## config.mk

```make
export PLATFORM = sky130hd
export DESIGN_NAME = fetch_decode_queue
export DESIGN_NICKNAME = d
export VERILOG_FILES = /design/src/rtl/fetch_decode_queue.sv
export SDC_FILE = /design/constraint.sdc
export NUM_CORES = 1
export LEC_CHECK = 0
export ABC_AREA = 1
export BUFFER_PORTS_ARGS = -buffer_cell sky130_fd_sc_hd__buf_2
export CAP_MARGIN = 20
export CORE_ASPECT_RATIO = 0.5
export CORE_MARGIN = 8
export CORE_UTILIZATION = 53
export DETAILED_ROUTE_END_ITERATION = 10
export GPL_TIMING_DRIVEN = 0
export HOLD_SLACK_MARGIN = 0.05
export PLACE_DENSITY = 0.82
export SLEW_MARGIN = 20
export SYNTH_ARGS = -nofsm -noshare
export SYNTH_HDL_FRONTEND = slang
export SYNTH_SLANG_ARGS = --single-unit
```

## constraint.sdc

```tcl
create_clock -name clk -period 4.3 [get_ports clk]
set_clock_uncertainty 0.15 [all_clocks]
set_input_delay 0.215 -clock clk [delete_from_list [all_inputs] [get_ports clk]]
set_output_delay 0.215 -clock clk [all_outputs]
set_load 0.01 [all_outputs]
```

## src/rtl/fetch_decode_queue.sv

```systemverilog
// Fetch-to-decode decoupling queue for the pipelined LC-3b core.
// Circular buffer of {instr, pc, pcplus2}. The head is shown as a NOP whenever the queue is empty.
module fetch_decode_queue #(
    parameter int DEPTH = 2,
    parameter int CW    = 2
) (
    input  logic          clk,
    input  logic          reset_n,
    input  logic          flush,
    input  logic          in_valid,
    output logic          in_ready,
    input  logic [15:0]   in_instr,
    input  logic [15:0]   in_pc,
    input  logic [15:0]   in_pcplus2,
    output logic          out_valid,
    input  logic          out_ready,
    output logic [15:0]   out_instr,
    output logic [15:0]   out_pc,
    output logic [15:0]   out_pcplus2,
    output logic [CW-1:0] count,
    output logic [15:0]   bubble_cycles
);
    localparam int AW = (DEPTH > 1) ? $clog2(DEPTH) : 1;
    localparam logic [CW-1:0] DEPTH_C = CW'(DEPTH);

    typedef struct packed {
        logic [15:0] instr;
        logic [15:0] pc;
        logic [15:0] pcplus2;
    } entry_t;

    entry_t          mem_q [DEPTH];
    logic [AW-1:0]   wr_ptr_q, wr_ptr_d;
    logic [AW-1:0]   rd_ptr_q, rd_ptr_d;
    logic [CW-1:0]   count_q, count_d;
    logic [15:0]     bubble_q, bubble_d;
    logic            push, pop;
    entry_t          head;

    // in_ready depends only on registered occupancy, so decode never stalls fetch combinationally.
    assign in_ready  = (count_q < DEPTH_C);
    assign out_valid = (count_q != '0);
    assign push      = in_valid & in_ready & ~flush;
    assign pop       = out_valid & out_ready & ~flush;

    assign head        = mem_q[rd_ptr_q];
    assign out_instr   = head.instr   & {16{out_valid}};
    assign out_pc      = head.pc      & {16{out_valid}};
    assign out_pcplus2 = head.pcplus2 & {16{out_valid}};

    assign count         = count_q;
    assign bubble_cycles = bubble_q;

    always_comb begin
        wr_ptr_d = wr_ptr_q;
        rd_ptr_d = rd_ptr_q;
        count_d  = count_q;
        bubble_d = bubble_q;

        if (!out_valid && bubble_q != 16'hFFFF) begin
            bubble_d = bubble_q + 16'd1;
        end

        if (flush) begin
            // Pointers are not rewound; the queue simply restarts empty at wr_ptr.
            rd_ptr_d = wr_ptr_q;
            count_d  = '0;
        end else begin
            if (push) wr_ptr_d = wr_ptr_q + AW'(1);
            if (pop)  rd_ptr_d = rd_ptr_q + AW'(1);
            if (push && !pop)      count_d = count_q + CW'(1);
            else if (pop && !push) count_d = count_q - CW'(1);
        end
    end

    always_ff @(posedge clk) begin
        if (!reset_n) begin
            wr_ptr_q <= '0;
            rd_ptr_q <= '0;
            count_q  <= '0;
            bubble_q <= '0;
        end else begin
            wr_ptr_q <= wr_ptr_d;
            rd_ptr_q <= rd_ptr_d;
            count_q  <= count_d;
            bubble_q <= bubble_d;
        end
    end

    always_ff @(posedge clk) begin
        if (reset_n && push) begin
            mem_q[wr_ptr_q] <= '{instr: in_instr, pc: in_pc, pcplus2: in_pcplus2};
        end
    end

endmodule

```

Yosys cells after proc, flatten, opt, wreduce, memory -nomap -nowiden:

Memories as Yosys holds them, arrays and structs flattened. A register that Yosys moved wholly into a read port is not among the register bits.
Index checks and enable logic that the tools add are counted.

* $add $sub $neg: 5
* magnitude comparators: 1
* equality and inequality tests: 1
* muxes and demuxes: 8
* bitwise logic cells: 9
* reductions and logical operators: 12

Operators with widths (count)
* AND 16 bit: 3
* adder 16 x 1 -> 16 bit (second input constant): 1
* inequality test 16 bit (second input constant): 1
* two-way mux 1 bit: 6
* nonzero test 2 bit: 3
* AND 1 bit: 4
* logical AND 1 bit: 4
* two-way mux 2 bit: 2
* logical NOT 1 bit: 3
* adder 1 bit (second input constant): 2
* adder 2 x 1 -> 2 bit (second input constant): 1
* less-than comparator 2 bit (second input constant): 1
* NOT 1 bit: 2
* AND reduction 2 bit: 1
* OR reduction 2 bit: 1
* subtractor 2 x 1 -> 2 bit (second input constant): 1

* bits in registers: 20
* bits in writable memories: 96
* input bits: 53
* output and inout bits: 68
* word-level logic and storage cells: 41
* memories kept: 1

Memories
* mem_q: depth 2, bits a word 48, rd ports 1, clocked after memory_dff 1, write ports 1, RTL line 32 `entry_t mem_q [DEPTH];`

Depth between registers and ports, before layout:

* depth in word-level cells: 7
* depth in mapped cells: 9
* mapped depth without buffers: 9

Worst setup path before layout:

Ideal clock, no wire load.

* path kind: register to register
* from: register count_q[1] (netlist: count[1])
* to: memory mem_q[0][0] (netlist bit), enable pin
* library setup time: 0.454 ns
* arrival time: 2.934 ns
* required time: 3.696 ns
* setup slack: 0.762 ns
* stages on the path, launching flop included: 5
* buffers on the path: 0
* period minus slack after synthesis: 3.538 ns
* cell sequence: dfxtp_1 > inv_1 > nand3_1 > or2_2 > nor2_1

* cells in the longest elaborated chain, start to end: 6

Ends and longest elaborated chain
* from (decl): RTL line 35 `logic [CW-1:0] count_q, count_d;`
* from (signal assigned): RTL line 85 `count_q <= count_d;`
* less-than comparator 2 bit: RTL line 41 `assign in_ready = (count_q < DEPTH_C);`
* net in_ready: RTL line 11 `output logic in_ready,`
* AND 1 bit (2 in a row): RTL line 43 `assign push = in_valid & in_ready & ~flush;`
* logical AND 1 bit: RTL line 91 `if (reset_n && push) begin`
* two-way mux 1 bit: RTL line 91
* two-way mux 1 bit (not written as such): RTL line 92 `mem_q[wr_ptr_q] <= '{instr: in_instr, pc: in_pc, pcplus2: in_pcplus2};`
* to (decl): RTL line 32

The timed path passes the listed nets, and every way through them passes these cells.

==> run metrics <==
outcome completed; Filler Cell Count 535; crit-path max FO 10; Met3 Wirelength 954 um; Max VDD drop 0.339 mV; synthesis-stage register bit count 117; top-count cell post-synth nand2_1; wl on met1 4860 um; Final min period 2.36 ns; Synth top area share 60.9%; metal2 WL 6820 um; Top cell by count, worst path buf_2; Syn. warnings 0; Port Buffers 119; Worst-Margin Slew 0.733 ns; crit path buf inv count 4; post-route cell area 6680 um2; vias in the first global route 4042; total number of vias 3974; CTS Buffer Depth 2; Starting Density 54.5%; post-synth cell types 25; gpl congestion 0.868; Die Span Y 82.8 um; Post-synth EDFFs 96; prevailing post-synth register cell edfxtp_1; number of antenna-violating nets in the routed design 0; IO Pins 121; Critical Path RT 3.93 ns; Worst setup SP type register; clk sinks 117; clk root buf clkbuf_16; Die W 150 um; net count reported at finish 679; CTS tree built; critical path, cell by cell inv_1 -> buf_2 -> buf_1 -> nand2_1 -> a21oi_1 -> buf_2; hold_buf cts 50; Layout area overhead 41.1%; CTS-repair resized insts 0; Power per Cell Area 447 nW/um2; fraction of layout cells with a size suffix above 1 27.3%; sequential area share after synthesis 69.8%; syn_nets 488; Pwr Total 2990 uW; area occupied by multi-input gates 1290 um2; DRT Pass-1 Iters 8; fin crit share 54.8%; Synth area leaders edfxtp_1 (61%), nand2_1 (11%), dfxtp_1 (8.9%); most instantiated cells after synthesis nand2_1 (136), edfxtp_1 (96), a21oi_1 (61); worst hold slack 0.0784 ns; DP HPWL 7730 um; first-pass GRT wire length 20400 um; drt initial violations 278; crit-path max cell delay 0.41 ns; Non-Filler Instances 755; Placed Instance Area 5560 um2; DR DRC count 0; worst path arrival time 1.99 ns; Critical Path Sink Type primary output; Fmax achieved 424 MHz; routed wire length 13200 um; Max-cap violations 0; gr ovfl total 0; clock latency at the later pin of the worst-skew pair 0.40 ns; Top Layer Used met4; cell leakage power 0.00276 uW; Rel. slew slack 51.0%; clock buffer count from CTS 17; worst setup margin 1.94 ns; vias per inst 5.26; DR WL/cell 17.5 um; top cell type by total area after synthesis edfxtp_1; largest net degree at the start of global routing 28; critical path class reg2out; number of instances in the placed design 672; RSZ-0062 raised after global routing false; buffers inserted by post-CTS timing repair 0; synthesized area 4730 um2; Synth Area per Inst 10.9 um2; Worst Hold Class in2reg; dpl ws 2.10 ns; core area 8680 um2; Syn Inst Count 433; final setup violating endpoints 0; Crit-path slowest cell buf_1; Largest delay share family, worst path buffers and inverters; row count 24; GRT Overall Usage 21.1%; die area 12400 um2; H-tree levels 4; antenna violations before repair 1; Sequential Area 3300 um2; Clock Pin Slew Worst Setup and Hold Paths 0.06 ns; Slew Limit Fails 0; post-synthesis async set-or-reset flop share 0%; final hold vios 0
[power by group]
| part | total, uW | internal [uW] | leakage [uW] | switching (uW) |
|---|---|---|---|---|
| logic | 246 | 101 | 0.00143 | 144 |
| clock network | 1470 | 962 | 0.000293 | 513 |
| registers | 1270 | 1250 | 0.00104 | 12.3 |
| total | 2990 | 2320 | 0.00276 | 670 |
[routing by layer]
layer | global-route usage, % | up-vias
li1 | - | 1863
met2 | 37.6 | 195
met3 | 5.84 | 53
met5 | 0 | -
met1 | 22.3 | 1863
met4 | 11.4 | 0
[worst reg2reg max path: stages (launching register included)]
cell,delay (ns)
dfxtp_1,0.34
inv_1,0.11
nand3_1,0.16
or2_2,0.35
nor2_4,0.40
buf_16,0.24
buf_16,0.18
[through the flow]
step	util, %	TNS [ns]
final	77.0	0
after global routing	77.0	0
after CTS	76.9	0
after detailed placement	64.1	0
after global placement	63.1	-17.45
after floorplan	-	0
[cell type report]
cell class | count | area share (%)
diodes | 1 | 0.0375
flip-flops and latches | 117 | 49.5
repair buffers | 172 | 17.5
well taps | 117 | 2.19
clock inverters | 15 | 2.79
inverters | 19 | 1.07
multi-input cells | 279 | 19.3
plain buffers | 18 | 1.27
clock buffers | 17 | 6.37
[layout by cell type (no fill, tap or decap)]
| master | n |
|---|---|
| nand2_1 | 136 |
| buf_2 | 124 |
| edfxtp_1 | 96 |
| a21oi_1 | 61 |
| dlygate4sd3_1 | 50 |
| nor2_1 | 37 |
| dfxtp_1 | 21 |
| inv_1 | 18 |
| nand3_1 | 17 |
| clkbuf_16 | 17 |
| nor2_4 | 9 |
| clkbuf_1 | 7 |
| o21ai_0 | 5 |
| buf_1 | 4 |
| clkinv_1 | 4 |
| bufinv_16 | 4 |
| nand2_2 | 3 |
| nand4_1 | 2 |
| ha_1 | 2 |
| clkinvlp_4 | 2 |
| clkinv_2 | 2 |
| clkinv_4 | 2 |
| buf_16 | 2 |
| diode_2 | 1 |
| inv_2 | 1 |
| or2_2 | 1 |
| buf_4 | 1 |
| nor3_1 | 1 |
| nand4_4 | 1 |
| buf_6 | 1 |
| nand3_2 | 1 |
| nor3b_1 | 1 |
| o22ai_1 | 1 |
| a21oi_2 | 1 |
| inv_6 | 1 |
| buf_12 | 1 |
[path summary, 6_finish.rpt]
| path | start | slack, ns | depth (start not counted) | end |
|---|---|---|---|---|
| hold reg to reg | bubble_cycles[5] | 0.38 | 2 | bubble_cycles[5] |
| hold / removal | out_ready | 0.08 | 5 | rd_ptr_q |
| setup / recovery | register | 1.94 | 6 | out_pcplus2[9] |
| setup reg to reg | count[1] | 2.06 | 6 | mem_q[0][17] |
[state kept, by name (all words and copies together) (netlist names), named ones only]
name           cells
mem_q             96
rd_ptr_q           1
count              2
wr_ptr_q           1
bubble_cycles     16
[logic make-up (layout without fill, tap and decap cells)]
| logic type | count (synthesis) | count (layout) | share of synthesized area [%] |
|---|---|---|---|
| compound gates | 68 | 68 | 7.30 |
| fa+ha+maj | 2 | 2 | 0.529 |
| buf+inv | 37 | 241 | 3.30 |
| flops | 117 | 117 | 69.8 |
| other cells | 0 | 1 | 0 |
| simple gates | 209 | 209 | 19.1 |
No activity file was read; power rests on OpenSTA's default activity.
